`src/rtl/div_seq_signed.sv`:
```
// -----------------------------------------------------------------------------
// div_seq_signed
//
// Iterative restoring divider with fixed, data-independent latency.
// Computes quo = dvnd / dvsr and rmd = dvnd % dvsr on W-bit operands.
// In signed mode the quotient truncates toward zero and the remainder takes
// the sign of the dividend.
//
// Optional feature macro: DIV_SIGNED_EN
//   defined   : signed path compiled in (magnitude conversion, sign
//               correction in the fix state, ovf flag).
//   undefined : signed_op is ignored, ovf is tied to 0, and the fix state
//               is a pass-through, so latency does not change.
//
// Handshake: ready is high only in idle. A start seen on a rising edge
// while ready=1 is accepted and its operands are latched. A start while
// ready=0 is ignored and is not queued. done_tick pulses for exactly one
// cycle when quo/rmd/div0/ovf are final. These outputs hold until the
// next accepted start.
//
// Ports:
//   clk        in   rising-edge clock
//   reset_n    in   asynchronous active-low reset
//   start      in   operation request, sampled while ready=1
//   signed_op  in   1 = two's-complement operation, 0 = unsigned
//   dvnd       in   W-bit dividend
//   dvsr       in   W-bit divisor
//   ready      out  idle indicator
//   done_tick  out  one-cycle completion pulse
//   quo        out  W-bit quotient
//   rmd        out  W-bit remainder
//   div0       out  divisor was zero
//   ovf        out  signed overflow (MIN / -1)
//   dbg_state  out  current FSM state encoding (observation only)
//
// Latency from the accepting edge E0:
//   - done_tick is high E(W+1)..E(W+2).
//   - A zero divisor goes straight to done, so done_tick is high E0..E1.
// -----------------------------------------------------------------------------
module div_seq_signed #(
   parameter int W = 8
) (
   input  logic         clk,
   input  logic         reset_n,
   input  logic         start,
   input  logic         signed_op,
   input  logic [W-1:0] dvnd,
   input  logic [W-1:0] dvsr,
   output logic         ready,
   output logic         done_tick,
   output logic [W-1:0] quo,
   output logic [W-1:0] rmd,
   output logic         div0,
   output logic         ovf,
   output logic [2:0]   dbg_state
);

   localparam int CBIT = $clog2(W) + 1;

   typedef enum logic [2:0] {
      S_IDLE = 3'd0,
      S_OP   = 3'd1,
      S_LAST = 3'd2,
      S_FIX  = 3'd3,
      S_DONE = 3'd4
   } state_t;

   state_t          state_q, state_d;
   logic [W-1:0]    rh_q, rh_d;      // partial remainder
   logic [W-1:0]    rl_q, rl_d;      // remaining dividend bits / quotient bits
   logic [W-1:0]    d_q, d_d;        // divisor magnitude
   logic [CBIT-1:0] cnt_q, cnt_d;
   logic            neg_quo_q, neg_quo_d;
   logic            neg_rmd_q, neg_rmd_d;
   logic [W-1:0]    quo_q, quo_d;
   logic [W-1:0]    rmd_q, rmd_d;
   logic            div0_q, div0_d;
   logic            ovf_q, ovf_d;

   // Operand sign and magnitude. |MIN| = 2^(W-1) still fits unsigned in W bits.
   logic            sgn_a, sgn_b;
   logic [W-1:0]    mag_a, mag_b;

   // One restoring step
   logic            q_bit;
   logic [W-1:0]    rh_tmp;

`ifndef DIV_SIGNED_EN
   logic unused_signed_op;
   assign unused_signed_op = signed_op;
`endif

   always_comb begin
`ifdef DIV_SIGNED_EN
      sgn_a = signed_op & dvnd[W-1];
      sgn_b = signed_op & dvsr[W-1];
`else
      sgn_a = 1'b0;
      sgn_b = 1'b0;
`endif
      mag_a = sgn_a ? (~dvnd + 1'b1) : dvnd;
      mag_b = sgn_b ? (~dvsr + 1'b1) : dvsr;
   end

   always_comb begin
      q_bit  = (rh_q >= d_q);
      rh_tmp = q_bit ? (rh_q - d_q) : rh_q;
   end

   always_comb begin
      state_d   = state_q;
      rh_d      = rh_q;
      rl_d      = rl_q;
      d_d       = d_q;
      cnt_d     = cnt_q;
      neg_quo_d = neg_quo_q;
      neg_rmd_d = neg_rmd_q;
      quo_d     = quo_q;
      rmd_d     = rmd_q;
      div0_d    = div0_q;
      ovf_d     = ovf_q;

      case (state_q)
         S_IDLE: begin
            if (start) begin
               div0_d    = 1'b0;
               ovf_d     = 1'b0;
               neg_quo_d = sgn_a ^ sgn_b;
               neg_rmd_d = sgn_a;
               if (dvsr == '0) begin
                  div0_d  = 1'b1;
                  quo_d   = '1;
                  rmd_d   = dvnd;
                  state_d = S_DONE;
               end else begin
                  // The dividend MSB is pre-shifted into rh. The first
                  // iteration then compares a real bit, and W steps cover
                  // the whole dividend.
                  rh_d    = {{(W-1){1'b0}}, mag_a[W-1]};
                  rl_d    = {mag_a[W-2:0], 1'b0};
                  d_d     = mag_b;
                  cnt_d   = CBIT'(W);
                  state_d = S_OP;
               end
            end
         end

         S_OP: begin
            rl_d  = {rl_q[W-2:0], q_bit};
            rh_d  = {rh_tmp[W-2:0], rl_q[W-1]};
            cnt_d = cnt_q - 1'b1;
            if (cnt_d == CBIT'(1)) begin
               state_d = S_LAST;
            end
         end

         S_LAST: begin
            // No shift of rh here, so it is left holding the true remainder.
            rl_d    = {rl_q[W-2:0], q_bit};
            rh_d    = rh_tmp;
            state_d = S_FIX;
         end

         S_FIX: begin
            quo_d = rl_q;
            rmd_d = rh_q;
`ifdef DIV_SIGNED_EN
            if (neg_quo_q) begin
               quo_d = ~rl_q + 1'b1;
            end
            if (neg_rmd_q) begin
               rmd_d = ~rh_q + 1'b1;
            end
            // Both operands negative and the quotient magnitude is 2^(W-1).
            // This is only possible for MIN / -1.
            ovf_d = neg_rmd_q & ~neg_quo_q & rl_q[W-1];
`endif
            state_d = S_DONE;
         end

         S_DONE: begin
            state_d = S_IDLE;
         end

         default: begin
            state_d = S_IDLE;
         end
      endcase
   end

   always_ff @(posedge clk or negedge reset_n) begin
      if (!reset_n) begin
         state_q   <= S_IDLE;
         rh_q      <= '0;
         rl_q      <= '0;
         d_q       <= '0;
         cnt_q     <= '0;
         neg_quo_q <= 1'b0;
         neg_rmd_q <= 1'b0;
         quo_q     <= '0;
         rmd_q     <= '0;
         div0_q    <= 1'b0;
         ovf_q     <= 1'b0;
      end else begin
         state_q   <= state_d;
         rh_q      <= rh_d;
         rl_q      <= rl_d;
         d_q       <= d_d;
         cnt_q     <= cnt_d;
         neg_quo_q <= neg_quo_d;
         neg_rmd_q <= neg_rmd_d;
         quo_q     <= quo_d;
         rmd_q     <= rmd_d;
         div0_q    <= div0_d;
         ovf_q     <= ovf_d;
      end
   end

   assign ready     = (state_q == S_IDLE);
   assign done_tick = (state_q == S_DONE);
   assign quo       = quo_q;
   assign rmd       = rmd_q;
   assign div0      = div0_q;
   assign ovf       = ovf_q;
   assign dbg_state = state_q;

endmodule

```
`config.mk`:
```
export PLATFORM = sky130hd
export DESIGN_NAME = div_seq_signed
export DESIGN_NICKNAME = d
export VERILOG_FILES = /design/src/rtl/div_seq_signed.sv
export SDC_FILE = /design/constraint.sdc
export NUM_CORES = 1
export LEC_CHECK = 0
export BUFFER_PORTS_ARGS = -buffer_cell sky130_fd_sc_hd__buf_2
export CORE_MARGIN = 10
export CORE_UTILIZATION = 30
export CTS_CLUSTER_DIAMETER = 40
export CTS_CLUSTER_SIZE = 16
export DETAILED_ROUTE_END_ITERATION = 10
export SLEW_MARGIN = 10
export SYNTH_ARGS = -nofsm -noshare
export SYNTH_HDL_FRONTEND = slang
export SYNTH_SLANG_ARGS = --single-unit
```
`constraint.sdc`:
```
create_clock -name clk -period 2.5 [get_ports clk]
set_input_delay 0 -clock clk [delete_from_list [all_inputs] [get_ports clk]]
set_output_delay 0 -clock clk [all_outputs]
set_load 0.1 [all_outputs]
```
Yosys cells after proc, flatten, opt, wreduce, memory -nomap -nowiden --
Cells that the tools add are included.
Word-level totals: output and inout port bits 23, input bits 20, register bits after elaboration 48, logic and storage cells 59
Cells by class: bitwise operators 1, $add $sub $neg 2, reductions and logical operators 15, order comparisons 1, eq/ne operators 10, mux-type cells 21
Operators with widths (count):
- $mux 8 | 9
- $pmux 8 s2 | 3
- $pmux 8 s3 | 1
- $reduce_and 3->1 | 5
- $pmux 3 s4 | 1
- $mux 3 | 3
- $ge 8x8->1 | 1
- $logic_not 8->1 | 1
- $mux 4 | 2
- $ne 2x2->1 const B | 4
- $pmux 4 s2 | 1
- $sub 8x8->8 | 1
- $eq 3x2->1 const B | 2
- $reduce_bool 2->1 | 3
- $eq 4x1->1 const B | 1
- $reduce_and 2->1 | 2
- $reduce_and 4->1 | 1
- $sub 4x1->4 const B | 1
- $eq 3x1->1 const B | 1
- $eq 3x3->1 const B | 1
- $logic_not 3->1 | 1
- $reduce_bool 3->1 | 1
- $ne 2x1->1 const B | 1
- $reduce_or 2->1 | 1
- 2 further kinds | 2

Logic depth before layout (Yosys ltp) --
word-level depth 4, mapped depth 9, gate-level depth less buffers 9

Worst setup path after synthesis --
Ideal clock, no wire load.
path type register to register, start point reg state_q[0], in the netlist dbg_state[0], end point reg rmd_q[7], in the netlist rmd[7], slack -1.828 ns, arrival 4.251 ns, data required time 2.422 ns, cell stages (with the launch flop) 8, setup time 0.078 ns, path through dfrtp_1 -> buf_4 -> nor3_1 -> nand2_1 -> a21oi_4 -> buf_6 -> nor2_1 -> a21oi_1
On the way: longest elaborated chain between the ends 3
Ends and longest elaborated chain:
- from (decl) | RTL line 68 | state_t state_q, state_d;
- from (signal assigned) | RTL line 205 | state_q <= state_d;
- $logic_not 3->1 (*)
- net ready | RTL line 49 | output logic ready,
- $ne 2x1->1 (no source line) (tied with other cells)
- $reduce_and 3->1 (no source line)
- to (signal assigned) | RTL line 213 | rmd_q <= rmd_d;
- to (decl) | RTL line 76 | logic [W-1:0] rmd_q, rmd_d;
Mark *: on every way through the listed nets, which the timed path passes. The rest lies on a longest branch. A chain may end at the register's enable or synchronous reset.

Worst setup path after layout --
start point reg rh_q[0], end point reg rh_q[1]
On the way: longest elaborated chain between the ends 3
Ends and longest elaborated chain:
- from (decl) | RTL line 69 | logic [W-1:0] rh_q, rh_d;
- from (signal assigned) | RTL line 206 | rh_q <= rh_d;
- $sub 8x8->8 or $ge 8x8->1 (tied branches) | RTL line 107, 106
- $mux 8 (*) | RTL line 107 | rh_tmp = q_bit ? (rh_q - d_q) : rh_q;
- $pmux 8 s3 (*) | RTL line 123 | case (state_q)
Every way passes the cells marked *; elsewhere a longest branch is shown, timed or not. The select of a mux whose other input is x is not followed.

==> impl_summary.log <==
INFO  metric status = finished clean
INFO  metric syn_nets = 294
INFO  metric pin_count = 43
INFO  metric synthToLayoutAreaGrowth = 20.7%
INFO  metric grt_overall_usage = around a tenth
INFO  metric antennaDiodeCount = 0
INFO  metric reg2reg_to = rh_q[1]$_DFFE_PN0P_
INFO  metric timing.max_slew.rel_slack = a little under three fifths
INFO  metric antenna_found_initial = 0
INFO  metric crit_path_start_kind = flip-flop
INFO  metric timing.clock.skew = 0.00826 ns
INFO  metric timing.critical_path.to_type = flip-flop
INFO  metric die_height = between 100 and 150 um
INFO  metric synth_seq_cells = 48
INFO  metric timing.reg2reg.worst_path_depth = 9
INFO  metric rsz_0062_raised_after_global_routing = false
INFO  metric area.sequential = ~0.0012 mm^2
INFO  metric ys.flop_type = sky130_fd_sc_hd__dfrtp_1
INFO  metric num-nets-final = 343
INFO  metric drt-initial-drc-count = between 100 and 150
INFO  metric clock.fmax = approximately 420 MHz
INFO  metric layout-drive-gt1-share = 23.3%
INFO  metric finalMaxSlewViolations = 0
INFO  metric path_max_fanout = 8
INFO  metric clk_path_buf_depth = 2
INFO  metric rows = 34
INFO  metric critPathLaunch = rh_q[0]$_DFFE_PN0P_
INFO  metric start_util = between 30% and 40%
INFO  metric route.antenna.remaining_nets = 0
INFO  metric min_period_over_period = around 95%
INFO  metric worstPathRequired = around 2.7 ns
INFO  metric worstPathArrival = 2.58 ns
INFO  metric multi_input_combinational_cell_area = between 0.001 and 0.0015 mm^2
INFO  metric die_x = 114 um
INFO  metric maximum_number_of_pins_on_one_net_before_global_route_repair = approximately 50
INFO  metric post_synthesis_cell_type_count = 53
INFO  metric via_count_of_the_first_global_routing_pass = about 2.1k
INFO  metric clock_latency = ~0.31 ns
INFO  metric synth_seq_area_share = 45.0%
INFO  metric route.detailed.drc = 0
INFO  metric timing.final.ws_setup = around 0.14 ns
INFO  metric hold_class = input pin to flip-flop
INFO  metric hold_viol = 0
INFO  metric cts.reportedPaths.clkPinSlew = about 0.09 ns
INFO  metric syn_area = 0.00267 mm^2
INFO  metric finalCriticalPeriod = 2.36 ns
INFO  metric timing.setup.critical_path_class = flip-flop to flip-flop
INFO  metric die_area = around 0.013 mm^2
INFO  metric worstHoldPathCells = 3
INFO  metric synth_enable_flop_cells = 0
INFO  metric post-synth-top-area-fraction = 45.0%
INFO  metric cts_made_buffers = 5
INFO  metric critPathCapture = rh_q[1]$_DFFE_PN0P_
INFO  metric dr_total_vias = just over 2k
INFO  metric gp_congestion = around 0.86
INFO  metric worst_pin_slew = ~0.64 ns
INFO  metric cts-htree-levels = 2
INFO  metric critical_path.reg2reg.startpoint = rh_q[0]$_DFFE_PN0P_
INFO  metric drt_first_pass_iters = 4
INFO  metric gr-total-overflow = 0
INFO  metric tritoncts = done
INFO  metric synth-async-reset-ratio = 100%
INFO  metric cts_sinks = 48
INFO  metric synth_area_leaders = sky130_fd_sc_hd__dfrtp_1, sky130_fd_sc_hd__mux2i_1, sky130_fd_sc_hd__ha_1
INFO  metric vias_per_cell = between 4 and 5
INFO  metric r2r_slack = 0.14 ns
INFO  metric buffer_type_at_the_clock_tree_root = sky130_fd_sc_hd__clkbuf_8
INFO  metric wl_per_cell = between 15 and 20 um
INFO  metric endpoints_failing_setup = 0
INFO  metric synth_area_per_cell = between 10 and 15 um^2
INFO  metric fillerInstances = 873
INFO  metric core_area = between 0.008 and 0.009 mm^2
INFO  metric timing.max_cap.violations = 0
INFO  metric pre_cts_setup_slack = 0.0873 ns
INFO  metric post_dp_hpwl = between 5 and 6 mm
INFO  metric placement.io_buffers = 40
INFO  metric grt_pass1_wl = ~11 mm
INFO  metric synth_warnings = 0
INFO  metric synth_largest_area_cell = sky130_fd_sc_hd__dfrtp_1
INFO  metric postRouteWirelength = around 6.7 mm
INFO  metric syn_inst = 263
[state kept, by name (all words and copies together), names as in the netlist]
| register | flops |
|---|---|
| quo | 8 |
| div0 | 1 |
| dbg_state | 3 |
| rh_q | 8 |
| cnt_q | 4 |
| rl_q | 8 |
| rmd | 8 |
| d_q | 8 |
[repair_timing]
action | in CTS | in global routing
setup buffers | 0 | 0
hold buffers | 10 | 0
hold endpoints to repair | 57 | 0
gates resized for setup | 0 | 1
endpoints found under the setup margin | 0 | 1
[placed cells by master, fill, tap and decap left out, types with 3 or more instances in the layout]
cell,n
sky130_fd_sc_hd__dlygate4sd3_1,10
sky130_fd_sc_hd__buf_2,40
sky130_fd_sc_hd__a21oi_2,4
sky130_fd_sc_hd__nor2b_1,3
sky130_fd_sc_hd__nand2_1,29
sky130_fd_sc_hd__mux2i_1,19
sky130_fd_sc_hd__ha_1,10
sky130_fd_sc_hd__o21ai_0,18
sky130_fd_sc_hd__xor2_1,3
sky130_fd_sc_hd__inv_1,13
sky130_fd_sc_hd__a21oi_1,10
sky130_fd_sc_hd__a21o_1,3
sky130_fd_sc_hd__nor3_1,3
sky130_fd_sc_hd__dfrtp_1,45
sky130_fd_sc_hd__o221ai_1,6
sky130_fd_sc_hd__o21a_1,7
sky130_fd_sc_hd__nor2_1,19
sky130_fd_sc_hd__clkbuf_8,5
sky130_fd_sc_hd__o22a_1,8
[metal layers]
layer | GRT usage (%) | share of wire [%] | vias up
met5 | 0 | 0 | -
met4 | 3.51 | 1.6 | 0
met3 | 2.83 | 4.4 | 8
met2 | 16.9 | 48 | 39
met1 | 12.4 | 46 | 989
li1 | - | - | 1042
[critical path: stages (launching register included)]
cell and delay [ns]:
sky130_fd_sc_hd__dfrtp_1 0.35, sky130_fd_sc_hd__inv_1 0.08, sky130_fd_sc_hd__ha_1 0.24, sky130_fd_sc_hd__fa_1 0.42, sky130_fd_sc_hd__nor2b_1 0.17, sky130_fd_sc_hd__o21ai_1 0.13
sky130_fd_sc_hd__a21oi_4 0.28, sky130_fd_sc_hd__nor2_4 0.12, sky130_fd_sc_hd__mux2_1 0.33, sky130_fd_sc_hd__o221ai_1 0.16
[worst min path at each step]
stage / startpoint / slack, ns / end
finish: dvnd[0] / 0.02 / rmd[0]$_DFFE_PN0P_
global route: dvnd[4] / 0.01 / rl_q[5]$_DFFE_PN0P_
CTS: dvnd[6] / 0.02 / rl_q[7]$_DFFE_PN0P_
detailed placement: reset_n / 0.15 / quo[4]$_DFFE_PN0P_
global placement: reset_n / 0.14 / quo[4]$_DFFE_PN0P_
floorplan: reset_n / -0.30 / cnt_q[0]$_DFFE_PN0P_
[cell usage after synthesis, types with 5 or more instances]
cell type                  number
sky130_fd_sc_hd__a21oi_1       10
sky130_fd_sc_hd__dfrtp_1       48
sky130_fd_sc_hd__ha_1          10
sky130_fd_sc_hd__o21a_1         7
sky130_fd_sc_hd__a21oi_2        5
sky130_fd_sc_hd__inv_1         13
sky130_fd_sc_hd__o21ai_0       18
sky130_fd_sc_hd__mux2i_1       19
sky130_fd_sc_hd__nand2_1       31
sky130_fd_sc_hd__o22a_1         8
sky130_fd_sc_hd__o221ai_1       6
sky130_fd_sc_hd__nor2_1        20
[through the flow]
stage / std cells / util (%) / hold WS (ns) / TNS [ns] / instance area [um^2]
global route: 421 / 37.2 / 0.0138 / 0 / 3230
global placement: 403 / 34.4 / 0.144 / 0 / 2990
CTS: 421 / 37.1 / 0.0169 / 0 / 3220
floorplan: 263 / - / -0.296 / -0.126 / 2710
finish: 421 / 37.2 / 0.0200 / 0 / 3230
detailed placement: 403 / 34.4 / 0.153 / 0 / 2990
[logic make-up (layout without fill, tap and decap cells)]
kind of cell    Yosys count  after routing  synth area share [%]
compound gates           79             79                  22.1
xor+xnor                  4              4                  1.31
fa+ha+maj                11             11                  5.43
buf+inv                  23             73                  4.50
flops                    48             48                  45.0
mux                      22             22                  8.38
other cells               1              1                 0.140
simple gates             75             75                  13.2
[cell type report]
class,count,share of cell area [%]
multi-input cells,192,43.0
flip-flops and latches,48,37.4
repair buffers,52,9.78
well taps,108,4.19
clock buffers,6,2.25
clock inverters,2,1.86
inverters,13,1.51
Power is not shown: default switching activity piles up to over one toggle a cycle in this logic, so the estimate is an artifact.
